$ cat config.mk
export PLATFORM = sky130hd
export DESIGN_NAME = imem_loader_flat
export DESIGN_NICKNAME = d
export VERILOG_FILES = /design/src/rtl/imem_loader_pkg.sv /design/src/rtl/imem_loader_if.sv /design/src/rtl/imem_loader_word_packer.sv /design/src/rtl/imem_loader.sv /design/src/flat_wrapper.sv
export SDC_FILE = /design/constraint.sdc
export NUM_CORES = 1
export LEC_CHECK = 0
export ABC_AREA = 1
export ABC_CLOCK_PERIOD_IN_PS = 2800
export CAP_MARGIN = 10
export CORE_MARGIN = 2
export CORE_UTILIZATION = 40
export DETAILED_ROUTE_END_ITERATION = 8
export PLACE_DENSITY = 0.7
export SYNTH_ARGS = -nofsm -noshare
export SYNTH_HDL_FRONTEND = slang
export SYNTH_HIERARCHICAL = 1
export SYNTH_SLANG_ARGS = --single-unit
$ cat constraint.sdc
create_clock -name clk -period 2.8 [get_ports clk]
set_input_delay 0.56 -clock clk [delete_from_list [all_inputs] [get_ports clk]]
set_output_delay 0.56 -clock clk [all_outputs]
set_load 0.05 [all_outputs]
$ cat src/rtl/imem_loader_pkg.sv
// Shared definitions for the boot-time instruction-memory loader.
//   - FSM state encoding for imem_loader
//   - stream framing constants (header length, checksum width)
//   - CPU reset levels, matching the core's RstEnable/RstDisable encoding
//   - accepts_byte(): which states take a byte from the stream
package imem_loader_pkg;

    localparam int STATE_W = 3;

    localparam logic [STATE_W-1:0] ST_HDR_HI = 3'd0;
    localparam logic [STATE_W-1:0] ST_HDR_LO = 3'd1;
    localparam logic [STATE_W-1:0] ST_DATA   = 3'd2;
    localparam logic [STATE_W-1:0] ST_WRITE  = 3'd3;
    localparam logic [STATE_W-1:0] ST_CSUM   = 3'd4;
    localparam logic [STATE_W-1:0] ST_RUN    = 3'd5;
    localparam logic [STATE_W-1:0] ST_ERR    = 3'd6;

    localparam int HDR_BYTES = 2;
    localparam int CSUM_W    = 8;

    // CPU reset is active-high on the core side
    localparam logic RST_ENABLE  = 1'b1;
    localparam logic RST_DISABLE = 1'b0;

    function automatic logic accepts_byte(input logic [STATE_W-1:0] st);
        return (st == ST_HDR_HI) || (st == ST_HDR_LO) ||
               (st == ST_DATA)   || (st == ST_CSUM);
    endfunction

endpackage

$ cat src/rtl/imem_loader_if.sv
// Byte-stream input and instruction-memory write port of the loader.
//   in_valid/in_data/in_ready : byte stream, transfer when in_valid && in_ready
//   mem_we/mem_addr/mem_wdata : one-cycle word write strobe into instruction memory
// Modports:
//   master : byte source / memory side (drives the stream, observes writes)
//   slave  : the loader itself
interface imem_loader_if #(
    parameter int ADDR_W = 10
);
    logic              in_valid;
    logic [7:0]        in_data;
    logic              in_ready;
    logic              mem_we;
    logic [ADDR_W-1:0] mem_addr;
    logic [31:0]       mem_wdata;

    modport master (
        output in_valid,
        output in_data,
        input  in_ready,
        input  mem_we,
        input  mem_addr,
        input  mem_wdata
    );

    modport slave (
        input  in_valid,
        input  in_data,
        output in_ready,
        output mem_we,
        output mem_addr,
        output mem_wdata
    );
endinterface

$ cat src/rtl/imem_loader_word_packer.sv
// Byte-to-word packer for the instruction-memory loader.
// Ports:
//   clk, rst     : clock, synchronous active-low reset
//   clear        : synchronous restart (index and checksum back to zero)
//   shift_en     : accept byte_in as the next big-endian byte of the word
//   byte_in      : incoming data byte
//   word_out     : three buffered bytes with byte_in appended (the full word
//                  when the 4th byte is being accepted)
//   idx          : position of the next byte within the word (0..3)
//   xor_acc      : running XOR of all accepted data bytes
module imem_word_packer
    import imem_loader_pkg::*;
(
    input  logic              clk,
    input  logic              rst,
    input  logic              clear,
    input  logic              shift_en,
    input  logic [7:0]        byte_in,
    output logic [31:0]       word_out,
    output logic [1:0]        idx,
    output logic [CSUM_W-1:0] xor_acc
);

    // Only three bytes need buffering; the fourth is taken straight from the
    // input on the cycle it is accepted.
    logic [23:0] shreg;

    assign word_out = {shreg, byte_in};

    always_ff @(posedge clk) begin
        if (!rst || clear) begin
            idx     <= 2'd0;
            xor_acc <= '0;
        end else if (shift_en) begin
            idx     <= idx + 2'd1;
            xor_acc <= xor_acc ^ byte_in;
        end
    end

    always_ff @(posedge clk) begin
        if (shift_en) begin
            shreg <= {shreg[15:0], byte_in};
        end
    end

endmodule

$ cat src/rtl/imem_loader.sv
// Boot-time instruction-memory writer.
// Receives {count_hi, count_lo, N x 4 data bytes, checksum} on a byte stream,
// writes each packed big-endian word to instruction memory, and releases the
// CPU from reset only once the checksum verifies.
// Ports:
//   clk, rst      : clock, synchronous active-low reset
//   bus           : byte stream in + memory write port (slave modport)
//   load_req      : one-cycle pulse, abort and restart the load
//   cpu_rst       : CPU reset, 1 = held in reset
//   done          : image loaded and verified, CPU running
//   err           : oversize count or checksum mismatch
//   words_loaded  : words written during the current load
module imem_loader
    import imem_loader_pkg::*;
#(
    parameter int ADDR_W = 10
) (
    input  logic              clk,
    input  logic              rst,
    imem_loader_if.slave      bus,
    input  logic              load_req,
    output logic              cpu_rst,
    output logic              done,
    output logic              err,
    output logic [ADDR_W:0]   words_loaded
);

    localparam logic [31:0] DEPTH = 32'(1) << ADDR_W;

    logic [STATE_W-1:0] state;
    logic [15:0]        word_cnt;
    logic               accept;
    logic [15:0]        hdr_n;
    logic [ADDR_W:0]    wl_next;
    logic [31:0]        word_asm;
    logic [1:0]         byte_idx;
    logic [CSUM_W-1:0]  xor_acc;

    assign bus.in_ready = accepts_byte(state);

    // A restart in the same cycle drops the byte on the bus
    assign accept  = bus.in_valid && bus.in_ready && !load_req;
    assign hdr_n   = {word_cnt[15:8], bus.in_data};
    assign wl_next = words_loaded + 1'b1;

    imem_word_packer u_packer (
        .clk      (clk),
        .rst      (rst),
        .clear    (load_req),
        .shift_en (accept && (state == ST_DATA)),
        .byte_in  (bus.in_data),
        .word_out (word_asm),
        .idx      (byte_idx),
        .xor_acc  (xor_acc)
    );

    always_ff @(posedge clk) begin
        if (!rst) begin
            state         <= ST_HDR_HI;
            word_cnt      <= '0;
            words_loaded  <= '0;
            bus.mem_we    <= 1'b0;
            bus.mem_addr  <= '0;
            bus.mem_wdata <= '0;
            cpu_rst       <= RST_ENABLE;
            done          <= 1'b0;
            err           <= 1'b0;
        end else if (load_req) begin
            state        <= ST_HDR_HI;
            words_loaded <= '0;
            bus.mem_we   <= 1'b0;
            cpu_rst      <= RST_ENABLE;
            done         <= 1'b0;
            err          <= 1'b0;
        end else begin
            bus.mem_we <= 1'b0;
            case (state)
                ST_HDR_HI: begin
                    if (accept) begin
                        word_cnt[15:8] <= bus.in_data;
                        state          <= ST_HDR_LO;
                    end
                end
                ST_HDR_LO: begin
                    if (accept) begin
                        word_cnt[7:0] <= bus.in_data;
                        if (32'(hdr_n) > DEPTH) begin
                            state <= ST_ERR;
                            err   <= 1'b1;
                        end else if (hdr_n == 16'd0) begin
                            state <= ST_CSUM;
                        end else begin
                            state <= ST_DATA;
                        end
                    end
                end
                ST_DATA: begin
                    // Write strobe is registered so it lands in the WRITE cycle
                    if (accept && (byte_idx == 2'd3)) begin
                        state         <= ST_WRITE;
                        bus.mem_we    <= 1'b1;
                        bus.mem_addr  <= words_loaded[ADDR_W-1:0];
                        bus.mem_wdata <= word_asm;
                    end
                end
                ST_WRITE: begin
                    words_loaded <= wl_next;
                    if (32'(wl_next) == 32'(word_cnt)) begin
                        state <= ST_CSUM;
                    end else begin
                        state <= ST_DATA;
                    end
                end
                ST_CSUM: begin
                    if (accept) begin
                        if ((xor_acc ^ bus.in_data) == '0) begin
                            state   <= ST_RUN;
                            cpu_rst <= RST_DISABLE;
                            done    <= 1'b1;
                        end else begin
                            state <= ST_ERR;
                            err   <= 1'b1;
                        end
                    end
                end
                default: begin
                    // RUN and ERR hold until load_req or reset
                end
            endcase
        end
    end

endmodule
$ cat src/flat_wrapper.sv
// flat-port wrapper written by rule: the top's interface ports become plain ports
module imem_loader_flat import imem_loader_pkg::*;
#(
    parameter int ADDR_W = 10
)
  (clk, rst, load_req, cpu_rst, done, err, words_loaded, bus_in_valid, bus_in_data, bus_in_ready, bus_mem_we, bus_mem_addr, bus_mem_wdata);
  imem_loader_if #(.ADDR_W(ADDR_W)) bus_i ();
  input  logic clk;
  input  logic rst;
  input  logic load_req;
  output logic cpu_rst;
  output logic done;
  output logic err;
  output logic [ADDR_W:0] words_loaded;
  input wire logic [$bits(bus_i.in_valid)-1:0] bus_in_valid;
  input wire logic [$bits(bus_i.in_data)-1:0] bus_in_data;
  output wire logic [$bits(bus_i.in_ready)-1:0] bus_in_ready;
  output wire logic [$bits(bus_i.mem_we)-1:0] bus_mem_we;
  output wire logic [$bits(bus_i.mem_addr)-1:0] bus_mem_addr;
  output wire logic [$bits(bus_i.mem_wdata)-1:0] bus_mem_wdata;
  assign bus_i.in_valid = bus_in_valid;
  assign bus_i.in_data = bus_in_data;
  assign bus_in_ready = bus_i.in_ready;
  assign bus_mem_we = bus_i.mem_we;
  assign bus_mem_addr = bus_i.mem_addr;
  assign bus_mem_wdata = bus_i.mem_wdata;
  imem_loader #(.ADDR_W(ADDR_W)) u_core (.clk(clk), .rst(rst), .bus(bus_i), .load_req(load_req), .cpu_rst(cpu_rst), .done(done), .err(err), .words_loaded(words_loaded));
endmodule
# Yosys cells after proc, flatten, opt, wreduce, memory -nomap -nowiden
# Cells that the tools add are included.
[word_totals]
latch_bits = 0
ff_bits = 110
n_memories = 0
rom_bits = 0
ramBits = 0
input_bits = 12
[classes]
n_div = 0
n_eq_ne = 12
shifts = 0
n_lt_le_gt_ge = 1
n_reduce_logical = 23
add_sub_neg = 2
muxes = 15
bitwise = 4
mul = 0
[op_table]
columns = ["cell", "count"]
rows = [
  ["2-to-1 mux 3 bit", 7],
  ["== test 11 x 16 -> 1 bit", 1],
  ["greater-than comparator 16 x 11 -> 1 bit, second input constant", 1],
  ["logical NOT 16 bit", 1],
  ["one-hot mux 3 bit (5 select lines)", 1],
  ["AND reduction 3 bit", 4],
  ["adder 11 x 1 -> 11 bit, second input constant", 1],
  ["AND reduction 5 bit", 2],
  ["logical NOT 8 bit", 1],
  ["XOR 8 bit", 1],
  ["== test 3 x 2 -> 1 bit, second input constant", 2],
  ["inequality test 2 x 1 -> 1 bit, second input constant", 3],
  ["inequality test 2 bit, second input constant", 3],
  ["2-to-1 mux 1 bit", 5],
  ["nonzero test 5 bit", 1],
  ["logical AND 1 bit", 4],
  ["logical OR 1 bit", 4],
  ["== test 3 x 1 -> 1 bit, second input constant", 1],
  ["== test 3 bit, second input constant", 1],
  ["logical NOT 3 bit", 1],
  ["NOT 1 bit", 3],
  ["OR reduction 3 bit", 1],
  ["adder 2 x 1 -> 2 bit, second input constant", 1],
  ["== test 2 bit, second input constant", 1],
  ["other kinds (5)", 6],
]

# Longest topological paths before layout
# Gate-level depths: netlist (run 1).
[logic_depth]
word_depth = 9
depth_mapped = 16
ltp_nobuf = 16

# Cells and area by module
# Netlist (run 1), hierarchy kept.
[by_module_without_submodules]
columns = ["module", "cells_per_inst", "instances", "area_each_um2", "seq_area_each_um2"]
rows = [
  ["imem_loader", 492, 1, 3449.6, 1521.5],
  ["imem_word_packer", 89, 1, 1192.4, 920.9],
]

# Least setup slack after synthesis (run 1)
# OpenSTA, ideal clock, no wires.
[synth_path]
kind = "input-to-reg"
startpoint = "input port load_req"
endpoint = "register u_core.u_packer.idx[0]"
slack_ns = 0.429
arrival_time_ns = 2.261
setup_time_ns = 0.110
cell_stages = 7
cell_sequence = "inv_1 nand2_1 nor2_1 buf_2 nand2_1 inv_1 nor2_1"
[synth_via]
elab_chain_len = 3
elab_cells_between_ends = 4
[synth_rtl]
columns = ["item", "line", "text"]
rows = [
  ["from (decl)", "flat_wrapper.sv:10", "input logic load_req;"],
  ["logical NOT 1 bit", "imem_loader.sv:42", "assign accept = bus.in_valid && bus.in_ready && !load_req;"],
  ["logical AND 1 bit", "imem_loader.sv:42", ""],
  ["logical AND 1 bit", "imem_loader.sv:50", ".shift_en (accept && (state == ST_DATA)),"],
  ["to (signal assigned)", "imem_loader_word_packer.sv:35", "idx <= idx + 2'd1;"],
  ["to (decl)", "imem_loader_word_packer.sv:20", "output logic [1:0] idx,"],
]
# Parallel ways exist; a longest one is shown, timed or not.
# A chain may end at the register's enable or synchronous reset.

# Final worst setup path (run 1)
[layout_path]
startpoint = "register u_core.state[1]"
endpoint = "output port bus_in_ready"
[layout_via]
elab_chain_len = 4
elab_cells_between_ends = 7
[layout_rtl]
columns = ["item", "line", "text"]
rows = [
  ["from (decl)", "imem_loader.sv:30", "logic [STATE_W-1:0] state;"],
  ["from (signal assigned)", "imem_loader.sv:59", "state <= ST_HDR_HI;"],
  ["from (signal assigned)", "imem_loader.sv:69", "state <= ST_HDR_HI;"],
  ["from (signal assigned)", "imem_loader.sv:81", "state <= ST_HDR_LO;"],
  ["== test 3 x 1 -> 1 bit or logical NOT 3 bit (tied branches)", "imem_loader_pkg.sv:26", "return (st == ST_HDR_HI) || (st == ST_HDR_LO) ||"],
  ["logical OR 1 bit (2 in a row)", "imem_loader_pkg.sv:26", ""],
  ["logical OR 1 bit *", "imem_loader_pkg.sv:27", "(st == ST_DATA) || (st == ST_CSUM);"],
  ["to (decl)", "flat_wrapper.sv:17", "output wire logic [$bits(bus_i.in_ready)-1:0] bus_in_ready;"],
]
# Every way passes the cells marked *; elsewhere a longest branch is shown, timed or not.

==> impl_results.md, run 1 <==
* Status: finished clean
* First-pass GRT wire length at 17,800 microns
* FMAX at 399 MHz
* DRT Wirelength at 11,000 microns
* Max Slew Vio Count at 0
* Reported max-cap violation count at 0
* Post-synthesis register bit count at 110
* Count leader, synth: nand2_1
* Pwr dens at 515 nW/um^2
* Ant diodes at 0
* Critical R2R Launch: u_core/words_loaded[0]
* Hold path depth at 2
* Hold Crit Class: flop to flop
* Total negative slack at 0 ps
* Async set-reset flop share out of synthesis at 0
* Worst skew pair latency at 340 ps
* Total number of H-tree levels at 3
* Post-synth top cells: nand2_1 (110), dfxtp_1 (86), a21oi_1 (78)
* Final setup viols at 0
* Total power at 2.98 mW
* Cells after synthesis at 581
* Synth Warn # at 6
* Worst R2R Path Depth at 13
* R2R Setup Slk at 710 ps
* Cell row count at 39
* Maximum vdd drop at 0.381 mV
* Chip Height at 112 microns
* Initial antenna violation count at 0
* Post-Syn Nets at 594
* Slew @ Worst Pin at 571 ps
* Hold WS at 451 ps
* Core area at 11,400 sq um
* Post-route insts no fill at 797
* Drt drc at 0
* ANT nets after route at 0
* Synth cell types at 32
* Crit path kind: flop to output port
* Leading area contributor after synthesis: dfxtp_1
* Die area at 12,500 sq um
* CTS buffer count at 9
* RSZ-0062 raised after global routing: false
* Layout Utilization at 0.510
* Top cell type's share of synthesized area at 0.371
* CTS sink cnt at 110
* Initial Util at 0.408
* Total GRT Usage at 0.174
* DP Cell Count at 781
* Vias post-DR at 4,043
* Post-synth top flop: dfxtp_1
* Hold_buf cts at 0
* # IOs at 70
* CTS tree: done
* CTS root buffer: clkbuf_16
* Sequential area share after synthesis at 0.526
* Hold wc startpoint: u_core/word_cnt[13]
* Critical Path Fanout Max at 5
* GPL Wtd Cong at 0.908
* Slew HR at 0.618
* Synth top area cells: dfxtp_1 (37%), edfxtp_1 (16%), nand2_1 (8.9%), a21oi_1 (8.4%), nand3_1 (6.8%)
* Vias in the first global route at 3,727
* Post-Synthesis Cell Area at 4640 sq um
* Clock buffer depth at 2
* Chip Width at 112 microns
* DRT iter0 DRCs at 231
* Setup crit end kind: output port
* Worst clock skew at 9.37 ps
* Number of synthesized flops with an enable pin at 24
* Nets at 662
* Worst endpoint data arrival time at 1950 ps
* Port Buffers at 69
* Setup bufs post-CTS at 0
* WP data required at 2240 ps
* Min cycle time layout at 2510 ps
* Detailed Place HPWL at 7820 microns
* Setup crit start kind: flop
* Layout Area Growth over Synthesis at 24.9%
* Fin crit share at 0.895
* Layout cells sized above 1 at 0.0780
* DR vias/cell at 5.07
* Clock slew at reported path FFs at 70 ps
* Worst R2R End: u_core/state[2]
* Leak at 2.08 nW
* Largest net degree at the start of global routing at 45
* Initial DRT Pass Iterations at 4
* Avg Inst Size Synth at 7.99 sq um
* Post-cts sizing count at 0
* Routed length per instance at 13.8 microns
* WHS Endpoint: u_core/word_cnt[13]
* Fin. Hold Viols at 0
* Gr ovfl total at 0
[flip-flops by register name (all words and copies together), names as in the netlist]
| signal | cells |
|---|---|
| u_core/u_packer/idx | 2 |
| u_core/err | 1 |
| u_core/words_loaded | 11 |
| u_core/done | 1 |
| u_core/bus.mem_addr | 10 |
| u_core/word_cnt | 16 |
| u_core/u_packer/shreg | 24 |
| u_core/u_packer/xor_acc | 8 |
| u_core/bus.mem_we | 1 |
| u_core/state | 3 |
| u_core/bus.mem_wdata | 32 |
| u_core/cpu_rst | 1 |
[cell usage in the layout, fill, tap and decap left out, types with 2 or more instances in the layout]
| master | n |
|---|---|
| inv_2 | 3 |
| inv_8 | 2 |
| nand3_2 | 4 |
| or2_2 | 2 |
| nand3b_1 | 4 |
| nand3_1 | 63 |
| o21ai_0 | 27 |
| buf_4 | 17 |
| nor3_1 | 2 |
| clkinvlp_4 | 2 |
| xnor2_1 | 8 |
| nand4_1 | 3 |
| inv_1 | 46 |
| nand2_2 | 2 |
| nor2_2 | 3 |
| clkdlybuf4s50_1 | 69 |
| nor2_1 | 70 |
| clkbuf_16 | 9 |
| dfxtp_1 | 86 |
| a21oi_1 | 78 |
| xor2_1 | 2 |
| edfxtp_1 | 24 |
| nor2_4 | 3 |
| nand2_1 | 109 |
| clkinv_1 | 3 |
[worst max-delay path by stage]
stage,from,endpoint,cells after the start
2_1_floorplan,load_req,u_core/u_packer/idx[0],7
3_3_place_gp,load_req,u_core/state[0],11
3_5_place_dp,load_req,u_core/bus.mem_wdata[27],10
4_1_cts,u_core/state[1],bus_in_ready,3
5_1_grt,u_core/state[1],bus_in_ready,3
6_report,u_core/state[1],bus_in_ready,3
[kinds of logic after synthesis]
group / synth area share
and+or+nand+nor: 0.253
DFF: 0.526
AOI/OAI and AO/OA: 0.120
buffers and inverters: 0.0752
xor gates and xnor gates: 0.0237
adders and majority gates: 0.00269
[final cells by class]
type / count / area, sq um
Sequential cell: 110 / 2440
Fill cell: 1110 / 5570
Multi-Input combinational cell: 389 / 1860
Clock buffer: 10 / 229
Clock inverter: 6 / 52.6
Inverter: 52 / 195
Tap cell: 143 / 179
Timing Repair Buffer: 87 / 838
[layer usage]
layer | share of wire | global-route usage | vias up
li1 | - | - | 2041
met1 | 0.46 | 0.240 | 1855
met2 | 0.47 | 0.279 | 129
met3 | 0.051 | 0.0229 | 18
met4 | 0.021 | 0.0708 | 0
met5 | 0 | 0 | -
[power breakdown]
group          internal (mW)  switching (mW)  leakage, nW  total, mW
logic                 0.0526          0.0856         1.03      0.138
clock network          0.621           0.595        0.133       1.22
registers               1.62         0.00763        0.910       1.63
[worst max-delay path, cell delays in order, from the launching register on]
cell,delay (ps)
dfxtp_1,420
nand3_2,190
nand3_2,140
clkdlybuf4s50_1,860
[per-stage QoR]
stage | cell area, sq um | setup slack, ps
6_report | 5800 | 295
5_1_grt | 5800 | 225
4_1_cts | 5800 | 303
3_5_place_dp | 5520 | 332
3_3_place_gp | 5520 | 412
2_1_floorplan | 4640 | 429
(Power assumes the default switching activity.)
==> run 2, diff against run 1 <==
--- a/config.mk
+++ b/config.mk
@@ -6,12 +6,13 @@
 export NUM_CORES = 1
 export LEC_CHECK = 0
 export ABC_AREA = 1
-export ABC_CLOCK_PERIOD_IN_PS = 2800
 export CAP_MARGIN = 10
+export CELL_PAD_IN_SITES_DETAIL_PLACEMENT = 1
+export CELL_PAD_IN_SITES_GLOBAL_PLACEMENT = 1
 export CORE_MARGIN = 2
 export CORE_UTILIZATION = 40
 export DETAILED_ROUTE_END_ITERATION = 8
-export PLACE_DENSITY = 0.7
+export PLACE_DENSITY = 0.88
 export SYNTH_ARGS = -nofsm -noshare
 export SYNTH_HDL_FRONTEND = slang
 export SYNTH_HIERARCHICAL = 1
==> run 2 against run 1 <==
  * Hold slack improved by 3.3 ps
  * Via count increased by 3.1%
  * Global-route usage increased by 3.8 points
  * Core utilization decreased by 0.20 points
  * Clock skew decreased by 2.1 ps
  * Register-to-register slack got worse by 30 ps
  * Power decreased by 0.91%
  * Final cell count decreased by 0.38%
  * Critical endpoint unchanged
==> impl_results.md, run 2 (same netlist as run 1, synthesis figures left out) <==
* Post-cts sizing count at 0 (unchanged)
* RSZ-0062 raised after global routing: false
* Vias in the first global route at 4,365 (+17%)
* Maximum vdd drop at 0.322 mV (-15%)
* Layout Area Growth over Synthesis at 24.4%
* Slew HR at 0.636 (+0.0179)
* Layout cells sized above 1 at 0.0722 (-0.00579)
* Sequential share of power at 0.552 (+0.006)
* Initial Util at 0.408 (unchanged)
* Comb power frac at 0.048 (+0.002)
* Total number of H-tree levels at 3 (unchanged)
* Final setup viols at 0 (unchanged)
* DRT iter0 DRCs at 239 (+3.5%)
* Hold_buf cts at 0 (unchanged)
* Port Buffers at 69 (unchanged)
* Max Slew Vio Count at 0 (unchanged)
* Initial DRT Pass Iterations at 4 (unchanged)
* Pint at 2.28 mW (-0.59%)
* Most frequent cells in the layout: nand2_1 (109), dfxtp_1 (86), a21oi_1 (78)
* Switching pwr at 0.674 mW (-2.0%)
* Setup crit start kind: flop
* Fin crit share at 0.902 (+0.00745)
* Min cycle time layout at 2530 ps (+20.9 ps)
* DR vias/cell at 5.25 (+3.5%)
* Ant diodes at 0 (unchanged)
* Biggest register: u_core/bus.mem_wdata
* Chip Width at 112 microns (unchanged)
* ANT nets after route at 0 (unchanged)
* Core area at 11,400 sq um (unchanged)
* Hold Crit Class: flop to flop
* CTS buffer count at 9 (unchanged)
* WHS Endpoint: u_core/word_cnt[13]
* Pwr dens at 512 nW/um^2 (-0.52%)
* CTS tree: done
* CTS root buffer: clkbuf_16
* Crit path kind: flop to output port
* CTS sink cnt at 110 (unchanged)
* Total power at 2.96 mW (-0.91%)
* Worst skew pair latency at 350 ps (about the same)
* Critical Path Fanout Max at 5 (unchanged)
* Fin area at 5770 sq um (-0.39%)
* Worst R2R End: u_core/state[1]
* Largest registers: u_core/bus.mem_wdata: 32 flops, u_core/u_packer/shreg: 24 flops, u_core/word_cnt: 16 flops
* Routed length per instance at 16.6 microns (+21%)
* Clock power frac at 0.400 (-0.007)
* Vias post-DR at 4,167 (+3.1%)
* Worst R2R Path Depth at 14 (+1)
* Slew @ Worst Pin at 544 ps (-26.7 ps)
* Cell row count at 39 (unchanged)
* Status: finished clean
* GPL Wtd Cong at 0.892 (-1.7%)
* Dpl cell area at 5510 sq um (-0.18%)
* Setup bufs post-CTS at 0 (unchanged)
* FMAX at 396 MHz (-0.83%)
* R2R Setup Slk at 680 ps (-30 ps)
* # IOs at 70 (unchanged)
* Fill cells at 1,398 (+26%)
* Nets at 659 (-0.45%)
* Die area at 12,500 sq um (unchanged)
* Worst clock skew at 7.27 ps (-2.10 ps)
* Leak at 2.07 nW (-0.55%)
* Chip Height at 112 microns (unchanged)
* Hold path depth at 2 (unchanged)
* Worst endpoint data arrival time at 1970 ps (+20 ps)
* Reported max-cap violation count at 0 (unchanged)
* Hold wc startpoint: u_core/word_cnt[13]
* Critical R2R Launch: u_core/words_loaded[0]
* DRT Wirelength at 13,200 microns (+20%)
* Drt drc at 0 (unchanged)
* Gr ovfl total at 0 (unchanged)
* Clock slew at reported path FFs at 70 ps (about the same)
* Total negative slack at 0 ps (unchanged)
* Largest net degree at the start of global routing at 49 (+8.9%)
* Clock buffer depth at 2 (unchanged)
* Detailed Place HPWL at 9310 microns (+19%)
* Initial antenna violation count at 0 (unchanged)
* First-pass GRT wire length at 21,400 microns (+20%)
* WP data required at 2240 ps (about the same)
* Fin. Hold Viols at 0 (unchanged)
* Setup crit end kind: output port
* Commonest non-fill, non-tap cell in the layout: nand2_1
* Layout Utilization at 0.508 (-0.00198)
* Total GRT Usage at 0.212 (+0.0380)
* Net Sw Frac at 0.228 (-0.00250)
* Max reg flops at 32 (unchanged)
-- run 2: changes by cell type in the layout (fill, tap and decap cells not counted) --
| cell | delta |
|---|---|
| clkinvlp_4 | -2 |
| buf_4 | -4 |
| clkbuf_1 | +1 |
| inv_4 | -1 |
| buf_12 | +1 |
| inv_8 | -2 |
| clkinv_2 | +2 |
| clkinv_4 | +2 |
-- run 2: cell type report --
type	count	area, sq um	area share
clock buffer	11	233	0.0403
clock inverter	5	36.3	0.00628
inverter	52	195	0.0338
multi-input combinational	389	1860	0.322
sequential	110	2440	0.423
tap	143	179	0.0310
timing repair buffer	84	828	0.143
-- run 2: critical path: stages (launching register included) --
cell and delay (ps):
dfxtp_1 440, nand3_2 210, nand3_2 130, clkdlybuf4s50_1 840
-- run 2: worst max path at each step --
stage / start / end / slack (ps) / depth (start not counted)
after detailed placement: load_req / u_core/state[0] / 290 / 11
after floorplan: load_req / u_core/u_packer/idx[0] / 430 / 7
after global placement: bus_in_data[1] / u_core/cpu_rst / 390 / 8
final: u_core/state[1] / bus_in_ready / 270 / 3
after CTS: u_core/state[1] / bus_in_ready / 280 / 4
after global routing: u_core/state[0] / bus_in_ready / 190 / 4
-- run 2: metal layers --
layer  track usage  up-vias  share of wire  wire length, microns
met3        0.0338       15          0.043                   574
met2         0.371       96           0.51                  6770
li1              -     2033              -                     -
met1         0.266     2023           0.43                  5690
met4        0.0749        0          0.014                   187
met5             0        -              0                     0
-- run 2: power by group through the flow --
stage / logic [mW] / registers [mW] / clock network (mW)
after global routing: 0.157 / 1.63 / 1.27
final: 0.143 / 1.63 / 1.18
after floorplan: 0.0804 / 1.67 / 0
after global placement: 0.135 / 1.67 / 0
after detailed placement: 0.142 / 1.67 / 0
after CTS: 0.144 / 1.63 / 1.21
-- run 2: metrics by stage --
stage	hold slack, ps	std cells	setup WS [ps]
2_1_floorplan	427	581	429
3_3_place_gp	433	778	391
3_5_place_dp	442	778	291
4_1_cts	456	794	276
5_1_grt	473	794	186
6_report	454	794	274
